### src/rtl/regfile_sb_if.sv
// Register-file bus: writeback port, read ports and scoreboard set port.
// The master drives addresses and write/set controls; the slave returns read data and busy flags.
interface regfile_sb_if #(
    parameter int unsigned WIDTH = 32,
    parameter int unsigned NREGS = 32,
    parameter int unsigned NRD   = 2
);
    localparam int unsigned AW = $clog2(NREGS);

    logic                 we;
    logic [AW-1:0]        wa;
    logic [WIDTH-1:0]     wd;
    logic [NRD*AW-1:0]    ra;
    logic [NRD*WIDTH-1:0] rd;
    logic [NRD-1:0]       rd_busy;
    logic                 set_busy;
    logic [AW-1:0]        set_addr;
    logic                 busy_any;

    modport master (
        output we, wa, wd, ra, set_busy, set_addr,
        input  rd, rd_busy, busy_any
    );

    modport slave (
        input  we, wa, wd, ra, set_busy, set_addr,
        output rd, rd_busy, busy_any
    );
endinterface

### src/rtl/regfile_sb.sv
// Multi-read-port register file with a per-register busy scoreboard.
// Register 0 reads as zero and is never busy; reads are combinational with optional write bypass.
module regfile_sb #(
    parameter int unsigned WIDTH  = 32,
    parameter int unsigned NREGS  = 32,
    parameter int unsigned NRD    = 2,
    parameter int unsigned BYPASS = 1
) (
    input logic        clk,
    input logic        reset,
    regfile_sb_if.slave bus
);
    localparam int unsigned AW = $clog2(NREGS);

    logic [WIDTH-1:0] r_regs [NREGS];
    logic [NREGS-1:0] r_busy;

    logic [WIDTH-1:0] w_rd   [NRD];
    logic [NRD-1:0]   w_busy;

    // Set is applied after the write clear so that a same-cycle set wins.
    always_ff @(posedge clk or posedge reset) begin
        if (reset) begin
            for (int i = 0; i < NREGS; i++) begin
                r_regs[i] <= '0;
            end
            r_busy <= '0;
        end else begin
            if (bus.we && (bus.wa != '0)) begin
                r_regs[bus.wa] <= bus.wd;
                r_busy[bus.wa] <= 1'b0;
            end
            if (bus.set_busy && (bus.set_addr != '0)) begin
                r_busy[bus.set_addr] <= 1'b1;
            end
        end
    end

    for (genvar g = 0; g < NRD; g++) begin : g_rd
        logic [AW-1:0] w_ra;
        logic          w_hit;

        assign w_ra  = bus.ra[g*AW +: AW];
        assign w_hit = bus.we && (bus.wa == w_ra);

        always_comb begin
            w_rd[g]   = r_regs[w_ra];
            w_busy[g] = r_busy[w_ra];
            if (reset || (w_ra == '0)) begin
                w_rd[g]   = '0;
                w_busy[g] = 1'b0;
            end else if (w_hit) begin
                // The in-flight write retires the producer regardless of bypass.
                w_busy[g] = 1'b0;
                if (BYPASS != 0) begin
                    w_rd[g] = bus.wd;
                end
            end
        end
    end

    always_comb begin
        bus.rd = '0;
        for (int i = 0; i < NRD; i++) begin
            bus.rd[i*WIDTH +: WIDTH] = w_rd[i];
        end
    end

    assign bus.rd_busy  = w_busy;
    assign bus.busy_any = |r_busy;
endmodule

### src/flat_wrapper.sv
// flat-port wrapper written by rule: the top's interface ports become plain ports
module regfile_sb_flat 
#(
    parameter int unsigned WIDTH  = 32,
    parameter int unsigned NREGS  = 32,
    parameter int unsigned NRD    = 2,
    parameter int unsigned BYPASS = 1
)
  (clk, reset, bus_we, bus_wa, bus_wd, bus_ra, bus_set_busy, bus_set_addr, bus_rd, bus_rd_busy, bus_busy_any);
  regfile_sb_if #(.WIDTH(WIDTH), .NREGS(NREGS), .NRD(NRD)) bus_i ();
  input logic clk;
  input logic reset;
  input wire logic [$bits(bus_i.we)-1:0] bus_we;
  input wire logic [$bits(bus_i.wa)-1:0] bus_wa;
  input wire logic [$bits(bus_i.wd)-1:0] bus_wd;
  input wire logic [$bits(bus_i.ra)-1:0] bus_ra;
  input wire logic [$bits(bus_i.set_busy)-1:0] bus_set_busy;
  input wire logic [$bits(bus_i.set_addr)-1:0] bus_set_addr;
  output wire logic [$bits(bus_i.rd)-1:0] bus_rd;
  output wire logic [$bits(bus_i.rd_busy)-1:0] bus_rd_busy;
  output wire logic [$bits(bus_i.busy_any)-1:0] bus_busy_any;
  assign bus_i.we = bus_we;
  assign bus_i.wa = bus_wa;
  assign bus_i.wd = bus_wd;
  assign bus_i.ra = bus_ra;
  assign bus_i.set_busy = bus_set_busy;
  assign bus_i.set_addr = bus_set_addr;
  assign bus_rd = bus_i.rd;
  assign bus_rd_busy = bus_i.rd_busy;
  assign bus_busy_any = bus_i.busy_any;
  regfile_sb #(.WIDTH(WIDTH), .NREGS(NREGS), .NRD(NRD), .BYPASS(BYPASS)) u_core (.clk(clk), .reset(reset), .bus(bus_i));
endmodule
### config.mk
export PLATFORM = sky130hd
export DESIGN_NAME = regfile_sb_flat
export DESIGN_NICKNAME = d
export VERILOG_FILES = /design/src/rtl/regfile_sb_if.sv /design/src/rtl/regfile_sb.sv /design/src/flat_wrapper.sv
export SDC_FILE = /design/constraint.sdc
export NUM_CORES = 2
export LEC_CHECK = 0
export BUFFER_PORTS_ARGS = -buffer_cell sky130_fd_sc_hd__buf_2
export CAP_MARGIN = 20
export CORE_UTILIZATION = 65
export DETAILED_ROUTE_END_ITERATION = 16
export GPL_ROUTABILITY_DRIVEN = 1
export PLACE_DENSITY = 0.91
export SKIP_CTS_REPAIR_TIMING = 1
export SLEW_MARGIN = 25
export SYNTH_ARGS = -nofsm -noshare
export SYNTH_HDL_FRONTEND = slang
export SYNTH_SLANG_ARGS = --single-unit
### constraint.sdc
create_clock -name clk -period 64.6 [get_ports clk]
set_clock_uncertainty 0.1 [all_clocks]
set_input_delay 0 -clock clk [delete_from_list [all_inputs] [get_ports clk]]
set_output_delay 0 -clock clk [all_outputs]
set_load 0.05 [all_outputs]
Word-level counts from Yosys, hierarchy flattened
Index checks and enable logic that the tools add are counted.
Widths: inputs -> output; s select.
{"block": "word_totals", "register_bits": 1056, "latch_bits": 0, "ram_bits": 0, "romBits": 0, "out_inout_bits": 67, "elab_cells": 92, "mem_count": 0}
{"block": "classes", "n_addsub": 0, "multipliers": 0, "div": 0, "order_cmp": 10, "eq_ne": 2, "shift": 0, "n_mux": 27, "bitwise": 6, "reduce_logical": 14}
{"op": "$bwmux 1024", "count": 1}
{"op": "$mux 32", "count": 11}
{"op": "$bmux 32 s5", "count": 2}
{"op": "$demux 32 s5", "count": 1}
{"op": "$and 32x32->32", "count": 1}
{"op": "$not 32->32", "count": 1}
{"op": "$or 32x32->32", "count": 1}
{"op": "$reduce_or 32->1", "count": 1}
{"op": "$lt 5x6->1 const B", "count": 4}
{"op": "$ge 6x6->1 const B", "count": 3}
{"op": "$not 5->6", "count": 3}
{"op": "$bmux 1 s5", "count": 2}
{"op": "$demux 1 s5", "count": 2}
{"op": "$eq 5x5->1", "count": 2}
{"op": "$ge 5x1->1 const B", "count": 2}
{"op": "$logic_not 5->1", "count": 2}
{"op": "$reduce_bool 5->1", "count": 2}
{"op": "$mux 1", "count": 8}
{"op": "$logic_and 1x1->1", "count": 7}
{"op": "$lt 6x1->1 const B", "count": 1}
{"op": "$logic_or 1x1->1", "count": 2}

Depth between registers and ports, before layout
{"block": "logic_depth", "word_depth": 9, "mapped_depth": 10, "ltp_nobuf": 5}

Least setup slack after synthesis
No wires, ideal clock.
{"block": "synth_timing", "path_type": "input-to-output", "startpoint": "in reset", "endpoint": "out bus_rd[61]", "t_arrival_ns": 25.772, "required_time_ns": 64.500, "setup_slack_ns": 38.728, "cell_stages": 4, "cell_sequence": "inv_1 o211ai_1 clkbuf_1 o21ai_1"}
{"block": "synth_via", "elab_chain_cells": 2}
{"item": "start, declared", "line_no": "flat_wrapper.sv:12", "source": "input logic reset;"}
{"item": "$logic_or 1x1->1", "line_no": "regfile_sb.sv:49", "source": "if (reset || (w_ra == '0)) begin"}
{"item": "$mux 32", "line_no": "regfile_sb.sv:49"}
{"item": "end, declared", "line_no": "flat_wrapper.sv:19", "source": "output wire logic [$bits(bus_i.rd)-1:0] bus_rd;"}
No other way between the ends.

Final worst setup path
{"block": "layout_timing", "startpoint": "in bus_ra[5]", "endpoint": "out bus_rd[50]"}
{"block": "layout_via", "elab_chain_cells": 6, "word_cells_on_any_way": 10, "classes_between": "eq/ne: 1; mux: 5; bitwise: 1; reduce/logical: 3"}
{"item": "start, declared", "line_no": "flat_wrapper.sv:16", "source": "input wire logic [$bits(bus_i.ra)-1:0] bus_ra;"}
{"item": "$not 5->6 (not written as such)", "line_no": "regfile_sb.sv:47", "source": "w_rd[g] = r_regs[w_ra];"}
{"item": "$bmux 32 s5", "line_no": "regfile_sb.sv:47"}
{"item": "$mux 32 (not written as such) (2 in a row)", "line_no": "regfile_sb.sv:47"}
{"item": "$mux 32", "line_no": "regfile_sb.sv:52", "source": "end else if (w_hit) begin"}
{"item": "$mux 32 (*)", "line_no": "regfile_sb.sv:49"}
Every way passes the cells marked *; elsewhere a longest branch is shown, timed or not. The select of a mux whose other input is x is not followed.

==> flow_summary.toml <==
[floorplanning]
die_h_um = 298
start_util = 0.656
die_w_um = 298
rows = 108
core_area_um2 = 86900
io_pins = 123
die-area_um2 = 88900

[clock_network]
root_buffer = "clkbuf_16"
cts_sinks = 1056
cts_buffers = 105
htree_levels = 3
cts_tree = "built"
insertion_delay_ns = 0.74
clockBufferDepth = 3
path_clk_slew_ns = 0.07

[setup_path]
crit_path_start = "bus_ra[5]"
path_buf_inv = 4
start_kind = "input port"
path_class = "in -> out"
cpMaxStageDelayCell = "buf_4"
worst_ep_required_time_ns = 64.50
rr_startpoint = "u_core.r_busy[28]"
slowest_delay_ns = 0.91
worstRegToRegCells = 3
path_cells = "buf_8 > buf_12 > buf_4 > mux2i_1 > a221oi_1 > o21ai_0 > a21oi_1 > a211o_1 > buf_2"
worstSetupEndpoint = "bus_rd[50]"
crit_arrival_ns = 4.19
critPathCaptureType = "output pin"
cp_top_family = "buffers and inverters"
critical_path_depth = 9
r2r_slack_ns = 63.17
path_max_fanout = 110
r2r-end = "u_core.r_busy[28]"

[final_layout]
drive_gt1_frac = 0.436
multi_input_area_um2 = 28400
fin_util = 0.713
register_area_um2 = 26400
stdcell_area_um2 = 62000
area_growth_pct = 8.70
fill_cells = 4871
nets = 4004

[synth]
synth.distinct_cells = 55
ys_seq_elements = 1056
syn-instance-count = 4049
syn_avg_cell_area_um2 = 14.1
syn_nets = 4105
yosys_warnings = 0
yosysSeqAreaShare = 0.463
synth_area_um2 = 57000

[sta]
holdWs_ns = -0.0729
fin_crit_sh = 0.0664
fin_tns_setup_ns = 0
slew_viol_final = 0
hold_viol = 47
finalSetupViolations = 0
rsz0062_at_grt = "false"
period_minus_slack_ns = 4.29
worst_pin_slew_ns = 1.15
max_freq_ghz = 0.233
relSlewSlack = 0.234

[place]
place_congestion = 0.867
placed_cell_area_um2 = 57700
dp_hpwl_um = 92300
place.port_buffers = 122

[detailed_routing]
wl_per_cell_um = 34.4
totalWireLength_um = 178000
route.detailed.drc = 0
routed_via_density = 7.95
num_vias = 41300
drtIter0Drc = 6463
antenna_left = 0
firstDrtPassIters = 6

[outcome]
status = "finished with violations"
violations = "negative hold slack"

[power_and_ir_drop]
design_power_total_mw = 1.97
powerDensity_nw_per_um2 = 31.8
cellLeakagePower_nw = 27.5
max-vdd-ir-drop_uv = 26.5

[global_route]
antenna_found_initial = 3
grtUsageTotal = 0.400
overflow = 0
grt_pass1_wl_um = 266000
grt_max_degree = 177
grt_pass1_vias = 42400

[hold_path]
worstHoldPathType = "in -> async"

[flow_run]
maxCapViolCount = 0
==> worst min-delay path, stage by stage <==
cell	delay (ns)
dlygate4sd3_1	0.53
buf_2	0.18
inv_8	0.60
==> registers in the layout (all words and copies together), names as in the netlist <==
register,count
u_core.r_regs,1024
u_core.r_busy,32
==> how the worst min path moves through the flow <==
stage / start / to
2_1_floorplan: bus_wd[29] / u_core.r_regs[797]
3_3_place_gp: reset / u_core.r_regs[701]
3_5_place_dp: reset / u_core.r_regs[701]
4_1_cts: reset / u_core.r_regs[701]
5_1_grt: reset / u_core.r_regs[701]
6_report: reset / u_core.r_regs[701]
==> metal layers <==
metal,global-route usage,part of all wire
met1,0.504,0.34
met2,0.580,0.44
met3,0.142,0.14
met4,0.277,0.079
met5,0,0.00014
==> power breakdown <==
group | switching, mW | internal (mW)
registers | 0.110 | 0.788
clock network | 0.279 | 0.395
logic | 0.184 | 0.216
total | 0.573 | 1.40
==> stage by stage <==
stage          std cells  setup WS [ns]
2_1_floorplan       4049          34.72
3_3_place_gp        4944          60.57
3_5_place_dp        4946          60.50
4_1_cts             5141          60.40
5_1_grt             5191          60.14
6_report            5192          60.31
==> kinds of logic after synthesis <==
group,after synthesis,share of synthesized area
XOR/XNOR,10,0.00154
buffers and inverters,480,0.0422
AND/OR/NAND/NOR,108,0.0104
AO/OA/AOI/OAI,674,0.0833
multiplexers,1721,0.399
flip-flops,1056,0.463
==> final cells by class <==
type,count,area share
well taps,1155,0.0233
inverters,19,0.00133
clock inverters,55,0.0135
multi-input cells,2513,0.458
diodes,1,0.0000404
flip-flops and latches,1056,0.426
repair buffers,253,0.0300
clock buffers,140,0.0471
==> cells in the mapped netlist, drive strengths merged <==
master   instances  area (um2)
clkbuf         246         923
o32ai            2        17.5
nor2            19        71.3
a221oi         188        1650
a211o           62         543
xnor2           10        87.6
nand2           21        78.8
a22oi          125         938
nor3b            4        35.0
a211oi           3        22.5
nand3            8        40.0
a31oi            1        6.26
and3b            1        8.76
o21ai          135         676
nand2b           3        18.8
a2bb2o           1        10.0
a21o             1        7.51
a2bb2oi          1        8.76
mux4           342        7710
nand4            6        37.5
a22o            12         105
or3b             1        8.76
buf            215        1410
nand3b           2        15.0
nand4b           3        26.3
o22ai            9        56.3
o31ai            3        22.5
and4             1        8.76
o211ai           4        35.0
a32o             3        30.0
mux2           993       11200
nor4             8        50.1
and2             3        18.8
and3             6        37.5
nor3             8        50.1
clkinv           3        11.3
or2              2        12.5
a21oi          124         621
inv             16        60.1
mux2i          386        3860
nor2b           12        75.1
dfrtp         1056       26400
==> cells in the final DEF (no fill, tap or decap), types with 4 or more instances in the layout <==
cell | Yosys | final
nor2_1 | 19 | 4
nor2b_4 | 0 | 5
a211o_1 | 62 | 62
nand2_1 | 21 | 11
o22ai_1 | 9 | 9
buf_4 | 36 | 68
buf_6 | 24 | 6
buf_12 | 4 | 5
clkbuf_16 | 0 | 106
a221oi_1 | 187 | 187
nor3_1 | 6 | 6
nor2_4 | 0 | 15
clkinv_2 | 0 | 24
and3_1 | 6 | 5
a22o_1 | 12 | 12
nand4_1 | 6 | 6
xnor2_1 | 10 | 10
nand2_2 | 0 | 10
inv_1 | 14 | 12
clkbuf_8 | 0 | 16
a21oi_1 | 124 | 124
nor4_1 | 8 | 8
nand3_1 | 8 | 4
mux4_2 | 339 | 339
mux2i_1 | 386 | 386
o21ai_1 | 32 | 32
a22oi_1 | 125 | 125
clkinvlp_4 | 0 | 6
bufinv_16 | 0 | 19
clkbuf_1 | 246 | 20
o21ai_0 | 103 | 103
dfrtp_1 | 1056 | 1056
buf_2 | 134 | 119
dlygate4sd3_1 | 0 | 50
mux2_2 | 993 | 993
nand3_2 | 0 | 4
nor2b_1 | 12 | 7
Power figures use the tool's default switching activity.
